### src/rtl/debounce_pkg.sv
// Shared types and width helpers for the debounce_bank button debouncer.
package debounce_pkg;

   typedef enum logic [1:0] {
      IDLE         = 2'd0,
      PRESS_WAIT   = 2'd1,
      DOWN         = 2'd2,
      RELEASE_WAIT = 2'd3
   } db_state_t;

   // Bits needed to hold any value in 0..max_val; never less than one bit.
   function automatic int cnt_width(input longint max_val);
      return (max_val < 1) ? 1 : $clog2(max_val + 1);
   endfunction

   function automatic longint max_of(input longint a, input longint b);
      return (a > b) ? a : b;
   endfunction

endpackage

### src/rtl/debounce_channel.sv
// One button channel: 2-flop synchroniser, symmetric press/release filter,
// registered level/pulse outputs; hold/repeat timer only with DEBOUNCE_REPEAT_EN.
//
//   state        | meaning
//   -------------+-------------------------------------------------
//   IDLE         | stable released, level_out = 0
//   PRESS_WAIT   | sync2 high, counting toward an accepted press
//   DOWN         | stable pressed, level_out = 1, hold timer runs
//   RELEASE_WAIT | sync2 low, counting toward an accepted release
module debounce_channel
   import debounce_pkg::*;
#(
   parameter int DEBOUNCE_CYCLES = 524287,
   parameter int HOLD_CYCLES     = 50000000,
   parameter int REPEAT_CYCLES   = 10000000
) (
   input  logic clk,
   input  logic rst,
   input  logic btn_in,
   output logic level_out,
   output logic press_pulse,
   output logic release_pulse,
   output logic repeat_pulse,
   output logic press_next
);

   localparam int CNT_W = cnt_width(DEBOUNCE_CYCLES);
   // Down-counter: loaded with the remaining stable samples, accept at zero.
   localparam logic [CNT_W-1:0] CNT_LOAD = CNT_W'(DEBOUNCE_CYCLES - 1);

   db_state_t        state_q, state_d;
   logic [CNT_W-1:0] cnt_q, cnt_d;
   logic             sync1_q, sync1_d;
   logic             sync2_q, sync2_d;
   logic             level_q, level_d;
   logic             press_q, press_d;
   logic             release_q, release_d;

   always_comb begin
      sync1_d   = btn_in;
      sync2_d   = sync1_q;
      state_d   = state_q;
      cnt_d     = cnt_q;
      level_d   = level_q;
      press_d   = 1'b0;
      release_d = 1'b0;
      case (state_q)
         IDLE: begin
            if (sync2_q) begin
               state_d = PRESS_WAIT;
               cnt_d   = CNT_LOAD;
            end
         end
         PRESS_WAIT: begin
            if (!sync2_q) begin
               state_d = IDLE;
               cnt_d   = '0;
            end else if (cnt_q == '0) begin
               state_d = DOWN;
               level_d = 1'b1;
               press_d = 1'b1;
            end else begin
               cnt_d = cnt_q - 1'b1;
            end
         end
         DOWN: begin
            if (!sync2_q) begin
               state_d = RELEASE_WAIT;
               cnt_d   = CNT_LOAD;
            end
         end
         RELEASE_WAIT: begin
            if (sync2_q) begin
               state_d = DOWN;
               cnt_d   = '0;
            end else if (cnt_q == '0) begin
               state_d   = IDLE;
               level_d   = 1'b0;
               release_d = 1'b1;
            end else begin
               cnt_d = cnt_q - 1'b1;
            end
         end
         default: begin
            state_d = IDLE;
            cnt_d   = '0;
         end
      endcase
   end

   always_ff @(posedge clk) begin
      if (rst) begin
         state_q   <= IDLE;
         cnt_q     <= '0;
         sync1_q   <= 1'b0;
         sync2_q   <= 1'b0;
         level_q   <= 1'b0;
         press_q   <= 1'b0;
         release_q <= 1'b0;
      end else begin
         state_q   <= state_d;
         cnt_q     <= cnt_d;
         sync1_q   <= sync1_d;
         sync2_q   <= sync2_d;
         level_q   <= level_d;
         press_q   <= press_d;
         release_q <= release_d;
      end
   end

`ifdef DEBOUNCE_REPEAT_EN
   localparam int HOLD_W = cnt_width(max_of(HOLD_CYCLES, REPEAT_CYCLES));
   localparam logic [HOLD_W-1:0] HOLD_LOAD   = HOLD_W'(HOLD_CYCLES - 1);
   localparam logic [HOLD_W-1:0] REPEAT_LOAD = HOLD_W'(REPEAT_CYCLES - 1);

   logic [HOLD_W-1:0] hold_q, hold_d;
   logic              repeat_q, repeat_d;

   // Timer keeps its value through RELEASE_WAIT so a rejected glitch resumes it.
   always_comb begin
      hold_d   = hold_q;
      repeat_d = 1'b0;
      if (press_d) begin
         hold_d = HOLD_LOAD;
      end else if (release_d) begin
         hold_d = '0;
      end else if (state_q == DOWN) begin
         if (hold_q == '0) begin
            repeat_d = 1'b1;
            hold_d   = REPEAT_LOAD;
         end else begin
            hold_d = hold_q - 1'b1;
         end
      end
   end

   always_ff @(posedge clk) begin
      if (rst) begin
         hold_q   <= '0;
         repeat_q <= 1'b0;
      end else begin
         hold_q   <= hold_d;
         repeat_q <= repeat_d;
      end
   end

   assign repeat_pulse = repeat_q;
`else
   assign repeat_pulse = 1'b0;
`endif

   assign level_out     = level_q;
   assign press_pulse   = press_q;
   assign release_pulse = release_q;
   assign press_next    = press_d;

endmodule

### src/rtl/debounce_bank.sv
// Multi-channel button debouncer: CHANNELS independent debounce_channel
// instances plus a registered any_press. Auto-repeat built with DEBOUNCE_REPEAT_EN.
module debounce_bank
   import debounce_pkg::*;
#(
   parameter int CHANNELS        = 4,
   parameter int DEBOUNCE_CYCLES = 524287,
   parameter int HOLD_CYCLES     = 50000000,
   parameter int REPEAT_CYCLES   = 10000000
) (
   input  logic                clk,
   input  logic                rst,
   input  logic [CHANNELS-1:0] btn_in,
   output logic [CHANNELS-1:0] level_out,
   output logic [CHANNELS-1:0] press_pulse,
   output logic [CHANNELS-1:0] release_pulse,
   output logic [CHANNELS-1:0] repeat_pulse,
   output logic                any_press
);

   logic [CHANNELS-1:0] press_next;
   logic                any_press_q, any_press_d;

   for (genvar i = 0; i < CHANNELS; i++) begin : g_ch
      debounce_channel #(
         .DEBOUNCE_CYCLES (DEBOUNCE_CYCLES),
         .HOLD_CYCLES     (HOLD_CYCLES),
         .REPEAT_CYCLES   (REPEAT_CYCLES)
      ) u_ch (
         .clk           (clk),
         .rst           (rst),
         .btn_in        (btn_in[i]),
         .level_out     (level_out[i]),
         .press_pulse   (press_pulse[i]),
         .release_pulse (release_pulse[i]),
         .repeat_pulse  (repeat_pulse[i]),
         .press_next    (press_next[i])
      );
   end

   // Built from the channels' next-state pulses so it lands with press_pulse.
   always_comb begin
      any_press_d = |press_next;
   end

   always_ff @(posedge clk) begin
      if (rst) begin
         any_press_q <= 1'b0;
      end else begin
         any_press_q <= any_press_d;
      end
   end

   assign any_press = any_press_q;

endmodule

### config.mk
export PLATFORM = sky130hd
export DESIGN_NAME = debounce_bank
export DESIGN_NICKNAME = d
export VERILOG_FILES = /design/src/rtl/debounce_pkg.sv /design/src/rtl/debounce_channel.sv /design/src/rtl/debounce_bank.sv
export SDC_FILE = /design/constraint.sdc
export NUM_CORES = 1
export LEC_CHECK = 0
export CAP_MARGIN = 5
export CELL_PAD_IN_SITES_DETAIL_PLACEMENT = 1
export CELL_PAD_IN_SITES_GLOBAL_PLACEMENT = 2
export CORE_MARGIN = 10
export CORE_UTILIZATION = 40
export CTS_CLUSTER_DIAMETER = 80
export DETAILED_ROUTE_END_ITERATION = 6
export GPL_TIMING_DRIVEN = 0
export PLACE_DENSITY = 0.95
export SYNTH_ARGS = -nofsm -noshare
export SYNTH_HDL_FRONTEND = slang
export SYNTH_SLANG_ARGS = --single-unit
### constraint.sdc
create_clock -name clk -period 6.65 [get_ports clk]
set_clock_uncertainty 0.2 [all_clocks]
set_input_delay 1.6625 -clock clk [delete_from_list [all_inputs] [get_ports clk]]
set_output_delay 1.6625 -clock clk [all_outputs]
set_load 0.03 [all_outputs]
### Word level (Yosys, flattened, before mapping)

Index checks and enable logic that the tools add are counted.

* bits in registers: 105
* input port bits: 6
* output and inout port bits: 17

* add/sub/neg operators: 4
* equality and inequality tests: 44
* muxes and demuxes: 84
* bitwise logic cells: 4
* reductions and logical operators: 29

Operators with widths (number)
* $mux 19: 20
* $pmux 19 s4: 4
* $logic_not 19->1: 4
* $sub 19x1->19 const B: 4
* $mux 2: 24
* $ne 2x1->1 const B: 16
* $pmux 2 s4: 4
* $mux 1: 28
* $reduce_and 5->1: 4
* $eq 2x2->1 const B: 8
* $ne 2x2->1 const B: 8
* $reduce_and 4->1: 4
* $ne 3x1->1 const B: 4
* $ne 3x3->1 const B: 4
* $reduce_or 3->1: 4
* $eq 2x1->1 const B: 4
* $logic_not 2->1: 4
* $pmux 1 s2: 4
* $reduce_and 2->1: 4
* $reduce_bool 2->1: 4
* $not 1->1: 4
* $reduce_or 4->1: 1

### Logic depth before layout (Yosys ltp)

Gate-level depths: netlist (run 1).

* depth in word-level cells: 5
* depth in mapped cells: 9
* gate-level depth less buffers: 7

### Cells and area by module

From an unflattened synthesis (run 1), not the netlist that was laid out.

* cell total of the unflattened synthesis: 737
* area, all modules: 6082.1 um^2

Modules (own cells, without submodules)
* debounce_channel at g_ch[0].u_ch ...: times used 3, cells an instance 180, area an instance 1497.7 um^2, seq. area each 520.5 um^2
* debounce_channel at g_ch[3].u_ch: times used 1, cells an instance 194, area an instance 1559.0 um^2, seq. area each 520.5 um^2
* debounce_bank: times used 1, cells an instance 3, area an instance 30.0 um^2, seq. area each 20.0 um^2

### Worst setup path after synthesis (run 1)

Ideal clock, no wire load.

* path type: input -> register
* start: input rst
* end: register g_ch[0].u_ch.cnt_q[11]
* arrival: 2.597 ns
* required time: 6.320 ns
* path slack: 3.723 ns
* stages: 4
* buffers on the path: 3
* cell sequence: clkbuf_1 clkbuf_1 clkbuf_1 o22ai_1

RTL lines
* start: declaration: RTL line debounce_bank.sv:12 `input logic rst,`
* end signal: assignment: RTL line debounce_channel.sv:102 `cnt_q <= cnt_d;`
* end: declaration: RTL line debounce_channel.sv:32 `logic [CNT_W-1:0] cnt_q, cnt_d;`

No word-level cell between the ends.

### Worst setup path after layout (run 1)

* start: input rst
* end: register g_ch[0].u_ch.press_q

RTL lines
* end signal: assignment: RTL line debounce_channel.sv:106 `press_q <= press_d;`
* end: declaration: RTL line debounce_channel.sv:36 `logic press_q, press_d;`

No word-level cell between the ends.

==> results.yml, run 1 <==
global_route:
  grt_pass1_vias: 6295
  antenna_found_initial: 0
  grt_pass1_wl_um: 32400
  overflow: 0
  track_usage_pct: 19.6
  grt_start_max_net_pins: 19
floorplan:
  die_height_um: 141
  core_um2: 14500
  die-area_um2: 19900
  die_x_um: 141
  ios: 23
  rows: 44
  start_util_pct: 40.6
clock_network:
  cts_resized: 0
  clock_latency_ps: 370
  cts.sinks: 105
  cts_tree: "built"
  post_cts.repair.setup_buffers: 0
  cts.hold.buffers_added: 0
  cts_buffers: 9
  root_buffer: "clkbuf_16"
  htreeDepth: 3
  cts_buffer_depth: 2
  cts.clk_slew.worst_paths_ps: 80
yosys:
  synth_edf_count: 0
  synth_top_area_share_pct: 35.8
  yosys.area_share.adder_pct: 1.70
  yosys.area.top_type: "dfxtp_1"
  synth_simple_gate_area_share_pct: 25.4
  synth_xor_area_share_pct: 3.43
  postSynthCellCount: 718
  synth.area.mux_share_pct: 1.55
  ys_types: 75
  synthArstFlopShare_pct: 0
  synth_area_um2: 5870
  synth_area_leaders: "dfxtp_1, o21ai_0, nor4_1"
  synth_seq_cells: 105
  synth_top_family_by_area: "simple AND/OR/NAND/NOR gates"
  ys.warnings.count: 0
  ys.flop_type: "dfxtp_1"
  avgSynthCellArea_um2: 8.18
  seq_area_frac_synth_pct: 35.8
  synth-compound-area-share_pct: 25.1
power_and_ir_drop:
  vdd_ir_drop_max_v: 0.000153
  p_comb_share_pct: 26.9
  intPower_mw: 1.15
  clockPowerShare_pct: 31.9
  p_leak_nw: 2.31
  power_switching_mw: 0.624
  sw_frac_of_total_pct: 35.2
  seqPwrFrac_pct: 41.3
  p_per_area_nw_per_um2: 269
layout:
  drive_gt1_share_pct: 7.42
  synthToLayoutAreaGrowth_pct: 12.4
  instances_no_fill: 939
  multiInputGateArea_um2: 3370
  n_fill_cell: 1756
  ff_latch_area_um2: 2100
  final_nets: 764
  num_antenna_cells: 0
timing:
  relSlewSlack_pct: 26.7
  post-route-period-util_pct: 63.8
  drv_slew: 0
  fmax_mhz: 236
  post-route-min-period_ps: 4250
  grt_setup_unrepaired: "false"
  hold_viol: 0
  setup_ws_ps: 2400
  fin_tns_setup_ps: 0
  finalSetupViolCount: 0
  max_slew.worst_pin.slew_ps: 1090
setup_path:
  r2r_slack_ps: 3460
  worstSetupPathType: "in2reg"
  reg2reg_from: "g_ch[0].u_ch.cnt_q[0]"
  worstReg2RegEnd: "g_ch[0].u_ch.level_out"
  cp-end-kind: "flop"
  cp_max_fo: 10
  arrival_ps: 4280
  worstSetupStartpointType: "primary input"
  required_ps: 6680
  reg2regPathDepth: 8
run:
  max-cap-violations: 0
place:
  port_buffers: 18
  gp_congestion: 0.901
  place_hpwl_um: 13700
  dp.cells: 923
  place_ws_ps: 2120
detailed_routing:
  vias_per_cell: 6.40
  wirelength_um: 19600
  antenna_left: 0
  routedWlPerCell_um: 20.9
  vias: 6005
  drc: 0
  first_pass_iters: 5
  drtIter0Drc: 459
min_path:
  whs_endpoint: "g_ch[0].u_ch.sync2_q"
  holdCritPathClass: "reg2reg"
  min_from: "g_ch[0].u_ch.sync1_q"
  hold_path_depth: 1
status:
  status: "finished clean"
[area by class of cell]
cell class	instances	share of cell area (%)
clock buffers	9	3.41
repair buffers	18	2.73
flip-flops and latches	105	31.8
well taps	184	3.49
plain buffers	67	4.98
inverters	22	1.25
clock inverters	7	1.21
multi-input cells	527	51.1
[how the worst max path moves through the flow]
| stage | start | endpoint | slack [ps] |
|---|---|---|---|
| floorplan | rst | g_ch[0].u_ch.cnt_q[11] | 3720 |
| global placement | rst | g_ch[0].u_ch.press_pulse | 2120 |
| detailed placement | rst | g_ch[0].u_ch.press_pulse | 2120 |
| CTS | rst | flop | 2500 |
| global route | rst | flop | 2330 |
| finish | rst | g_ch[0].u_ch.press_pulse | 2400 |
[layout by cell type (no fill, tap or decap), types with 16 or more instances in the layout]
| cell | n |
|---|---|
| nand2_1 | 40 |
| a21oi_1 | 37 |
| inv_1 | 20 |
| nor2_1 | 35 |
| clkbuf_1 | 46 |
| dfxtp_1 | 105 |
| o21ai_0 | 70 |
| buf_4 | 16 |
| nor3_1 | 34 |
| xnor2_1 | 16 |
| clkdlybuf4s50_1 | 18 |
| nand3_1 | 26 |
| nor4_1 | 30 |
[flip-flops by register name, summed over array words and instances (netlist names), named ones only]
register,count
g_ch.u_ch.cnt_q,76
g_ch.u_ch.sync2_q,4
g_ch.u_ch.release_pulse,4
any_press,1
g_ch.u_ch.level_out,4
g_ch.u_ch.press_pulse,4
g_ch.u_ch.sync1_q,4
g_ch.u_ch.state_q,4
[cell families (layout without fill, tap and decap cells)]
family	count (synthesis)	in the layout
adders and majority gates	8	8
other	1	4
xor gates and xnor gates	23	23
muxes	9	9
AOI/OAI and AO/OA	222	222
DFF	105	105
buffers and inverters	89	123
and+or+nand+nor	261	261
[power groups by stage]
| stage | sequential, mW | combinational (mW) | clock (mW) |
|---|---|---|---|
| floorplan | 0.727 | 0.352 | 0 |
| global placement | 0.737 | 0.448 | 0 |
| detailed placement | 0.744 | 0.466 | 0 |
| CTS | 0.730 | 0.471 | 0.577 |
| global route | 0.739 | 0.528 | 0.600 |
| finish | 0.732 | 0.476 | 0.565 |
[synth_stat cells, types with 6 or more instances]
master	instances
dfxtp_1	105
o21ai_0	70
clkbuf_1	46
nand2_1	40
a21oi_1	37
nor2_1	35
nor3_1	34
nor4_1	30
nand3_1	26
inv_1	20
buf_4	16
xnor2_1	16
o22ai_1	15
a31oi_1	13
nand4_1	13
o311ai_0	12
or3_1	12
or4_1	12
nor2b_1	11
o211ai_1	11
and3_1	10
ha_1	8
mux2i_1	8
nor4b_1	8
o221ai_1	7
xor2_1	7
o31a_1	6
[stage by stage]
step | hold slack, ps | total power [mW] | area, um2 | utilization [%]
after global routing | 263 | 1.87 | 6600 | 45.6
final | 241 | 1.77 | 6600 | 45.6
after detailed placement | 226 | 1.21 | 6300 | 43.5
after global placement | 217 | 1.19 | 6300 | 43.5
after CTS | 245 | 1.78 | 6600 | 45.6
after floorplan | 214 | 1.08 | 5890 | -
[metal layers]
| metal | up-vias | track usage [%] | share of wire, % |
|---|---|---|---|
| met5 | - | 0 | 0 |
| met3 | 42 | 4.10 | 4.5 |
| met1 | 3006 | 23.7 | 44 |
| li1 | 2800 | - | - |
| met2 | 157 | 32.8 | 49 |
| met4 | 0 | 8.59 | 2.8 |
[critical path: stages]
cell,delay [ps]
clkdlybuf4s50_1,620
clkbuf_1,530
clkbuf_1,780
buf_1,560
nor2_1,120
No activity file was read; power rests on OpenSTA's default activity.
==> inputs of run 2 (changes only) <==
--- a/config.mk
+++ b/config.mk
@@ -9,11 +9,11 @@
 export CELL_PAD_IN_SITES_DETAIL_PLACEMENT = 1
 export CELL_PAD_IN_SITES_GLOBAL_PLACEMENT = 2
 export CORE_MARGIN = 10
-export CORE_UTILIZATION = 40
+export CORE_UTILIZATION = 37
 export CTS_CLUSTER_DIAMETER = 80
 export DETAILED_ROUTE_END_ITERATION = 6
 export GPL_TIMING_DRIVEN = 0
-export PLACE_DENSITY = 0.95
+export PLACE_DENSITY = 0.9
 export SYNTH_ARGS = -nofsm -noshare
 export SYNTH_HDL_FRONTEND = slang
 export SYNTH_SLANG_ARGS = --single-unit
==> constraint.sdc (replaced) <==
create_clock -name clk -period 4.1 [get_ports clk]
set_clock_uncertainty 0.2 [all_clocks]
set_input_delay 1.025 -clock clk [delete_from_list [all_inputs] [get_ports clk]]
set_output_delay 1.025 -clock clk [all_outputs]
set_load 0.03 [all_outputs]
==> run 2 against run 1 <==
  * Sequential cell count unchanged
  * Register-to-register slack worse by 2500 ps
  * Power up 61%
  * Utilization down 3.5 points
  * Worst hold slack worse by 1.8 ps
  * Sequential power up 63%
  * Critical path depth unchanged
  * Via count down 1.1%
  * Non-clock buffer count unchanged
  * Worst setup slack worse by 1900 ps
  * Cell count up 3.3%
  * Die area up 6.9%
  * Highest routed layer unchanged
==> results.yml, run 2 (synthesis gave the netlist of run 1 again) <==
floorplan:
  die_x_um: 146
  start_util_pct: 37.4
  ios: 23
  die_height_um: 146
  core_um2: 15700
  die-area_um2: 21300
  rows: 46
run:
  max-cap-violations: 0
global_route:
  grt_start_max_net_pins: 17
  antenna_found_initial: 0
  overflow: 0
  grt_pass1_wl_um: 32700
  track_usage_pct: 18.4
  grt_pass1_vias: 6220
layout:
  design_area_um2: 6620
  num_antenna_cells: 0
  ff_latch_area_um2: 2100
  synthToLayoutAreaGrowth_pct: 12.7
  regMostFlops: "g_ch.u_ch.cnt_q"
  multiInputGateArea_um2: 3370
  largest_register_ff_count: 76
  n_fill_cell: 1907
  final_cell_mix: "dfxtp_1, o21ai_0, clkbuf_1"
  final_common_cell: "dfxtp_1"
  postLayoutCoreUtil_pct: 42.1
  drive_gt1_share_pct: 7.29
  final_nets: 764
setup_path:
  crit_family: "buffers and inverters"
  worstSetupStartpointType: "primary input"
  cpPeakStageDelay_ps: 730
  required_ps: 4120
  worstPathCellList: "clkdlybuf4s50_1 -> clkbuf_1 -> clkbuf_1 -> buf_1 -> nor2_1"
  slowest_stage: "clkbuf_1"
  path_buf_inv: 4
  arrival_ps: 3660
  worstSetupPathType: "in2reg"
  crit_top_cell: "clkbuf_1"
  cp-end-kind: "flop"
  cp_max_fo: 10
detailed_routing:
  antenna_left: 0
  drc: 0
  vias: 5938
  routedWlPerCell_um: 20.5
  wirelength_um: 19900
  vias_per_cell: 6.12
  first_pass_iters: 5
  drtIter0Drc: 349
place:
  place_hpwl_um: 13900
  port_buffers: 18
  place_area_um2: 6340
  gp_congestion: 0.871
timing:
  hold_viol: 0
  fmax_mhz: 275
  grt_setup_unrepaired: "false"
  drv_slew: 0
  post-route-period-util_pct: 88.7
  fin_tns_setup_ps: 0
  post-route-min-period_ps: 3640
  relSlewSlack_pct: 23.7
  finalSetupViolCount: 0
  max_slew.worst_pin.slew_ps: 1130
clock_network:
  cts.clk_slew.worst_paths_ps: 70
  cts_resized: 0
  htreeDepth: 3
  root_buffer: "clkbuf_16"
  clock_latency_ps: 360
  cts.sinks: 105
  cts_tree: "built"
  cts_buffer_depth: 2
  cts.hold.buffers_added: 0
  cts_buffers: 9
  post_cts.repair.setup_buffers: 0
status:
  status: "finished clean"
power_and_ir_drop:
  p_per_area_nw_per_um2: 430
  p_leak_nw: 2.30
  vdd_ir_drop_max_v: 0.000216
min_path:
  holdCritPathClass: "reg2reg"
==> run 2: changes by cell type in the layout (fill, tap and decap cells not counted), sizes merged <==
| cell | before | now |
|---|---|---|
| clkinvlp | 1 | 2 |
| inv | 21 | 20 |
| clkinv | 6 | 5 |
==> run 2: path summary, 6_finish.rpt <==
path                               from                      to  slack, ps  depth (start not counted)
hold / removal     g_ch[2].u_ch.sync1_q    g_ch[2].u_ch.sync2_q        240                          1
setup / recovery                    rst                    flop        460                          5
hold reg to reg    g_ch[2].u_ch.sync1_q    g_ch[2].u_ch.sync2_q        240                          1
setup reg to reg  g_ch[0].u_ch.cnt_q[0]  g_ch[0].u_ch.level_out        930                          8
==> run 2: worst reg2reg max path, delay by kind of cell, from the launching register on <==
family                     cells  cell delay [ps]
and+or+nand+nor                3             1390
buffers and inverters          2              480
AOI/OAI and AO/OA              2              420
DFF                            1              340
adders and majority gates      1              180
==> run 2: where the power goes <==
part | internal, mW | switching (mW) | total (mW)
Sequential | 1.10 | 0.0907 | 1.19
Clock | 0.468 | 0.413 | 0.881
Combinational | 0.288 | 0.492 | 0.780
==> run 2: area by class of cell <==
type                            count  share of cell area [%]
Clock buffer                        9                    3.40
Clock inverter                      6                   0.907
Timing Repair Buffer               18                    2.72
Multi-Input combinational cell    527                    50.9
Buffer                             67                    4.97
Inverter                           22                    1.25
Sequential cell                   105                    31.7
Tap cell                          216                    4.08
==> run 2: stage by stage <==
stage | setup WS (ps) | instances | power [mW] | hold slack (ps)
floorplan | 1330 | 721 | 1.75 | 214
global placement | 189 | 955 | 1.93 | 217
detailed placement | 112 | 955 | 1.97 | 227
CTS | 484 | 970 | 2.85 | 245
global route | 338 | 970 | 3.00 | 265
finish | 464 | 970 | 2.85 | 240
==> run 2: routing by layer <==
metal | track usage [%] | vias up | share of wire, %
met5 | 0 | - | 0
met4 | 6.16 | 0 | 2.3
met3 | 4.01 | 37 | 3.5
met2 | 31.6 | 114 | 49
met1 | 22.3 | 2987 | 45
li1 | - | 2800 | -
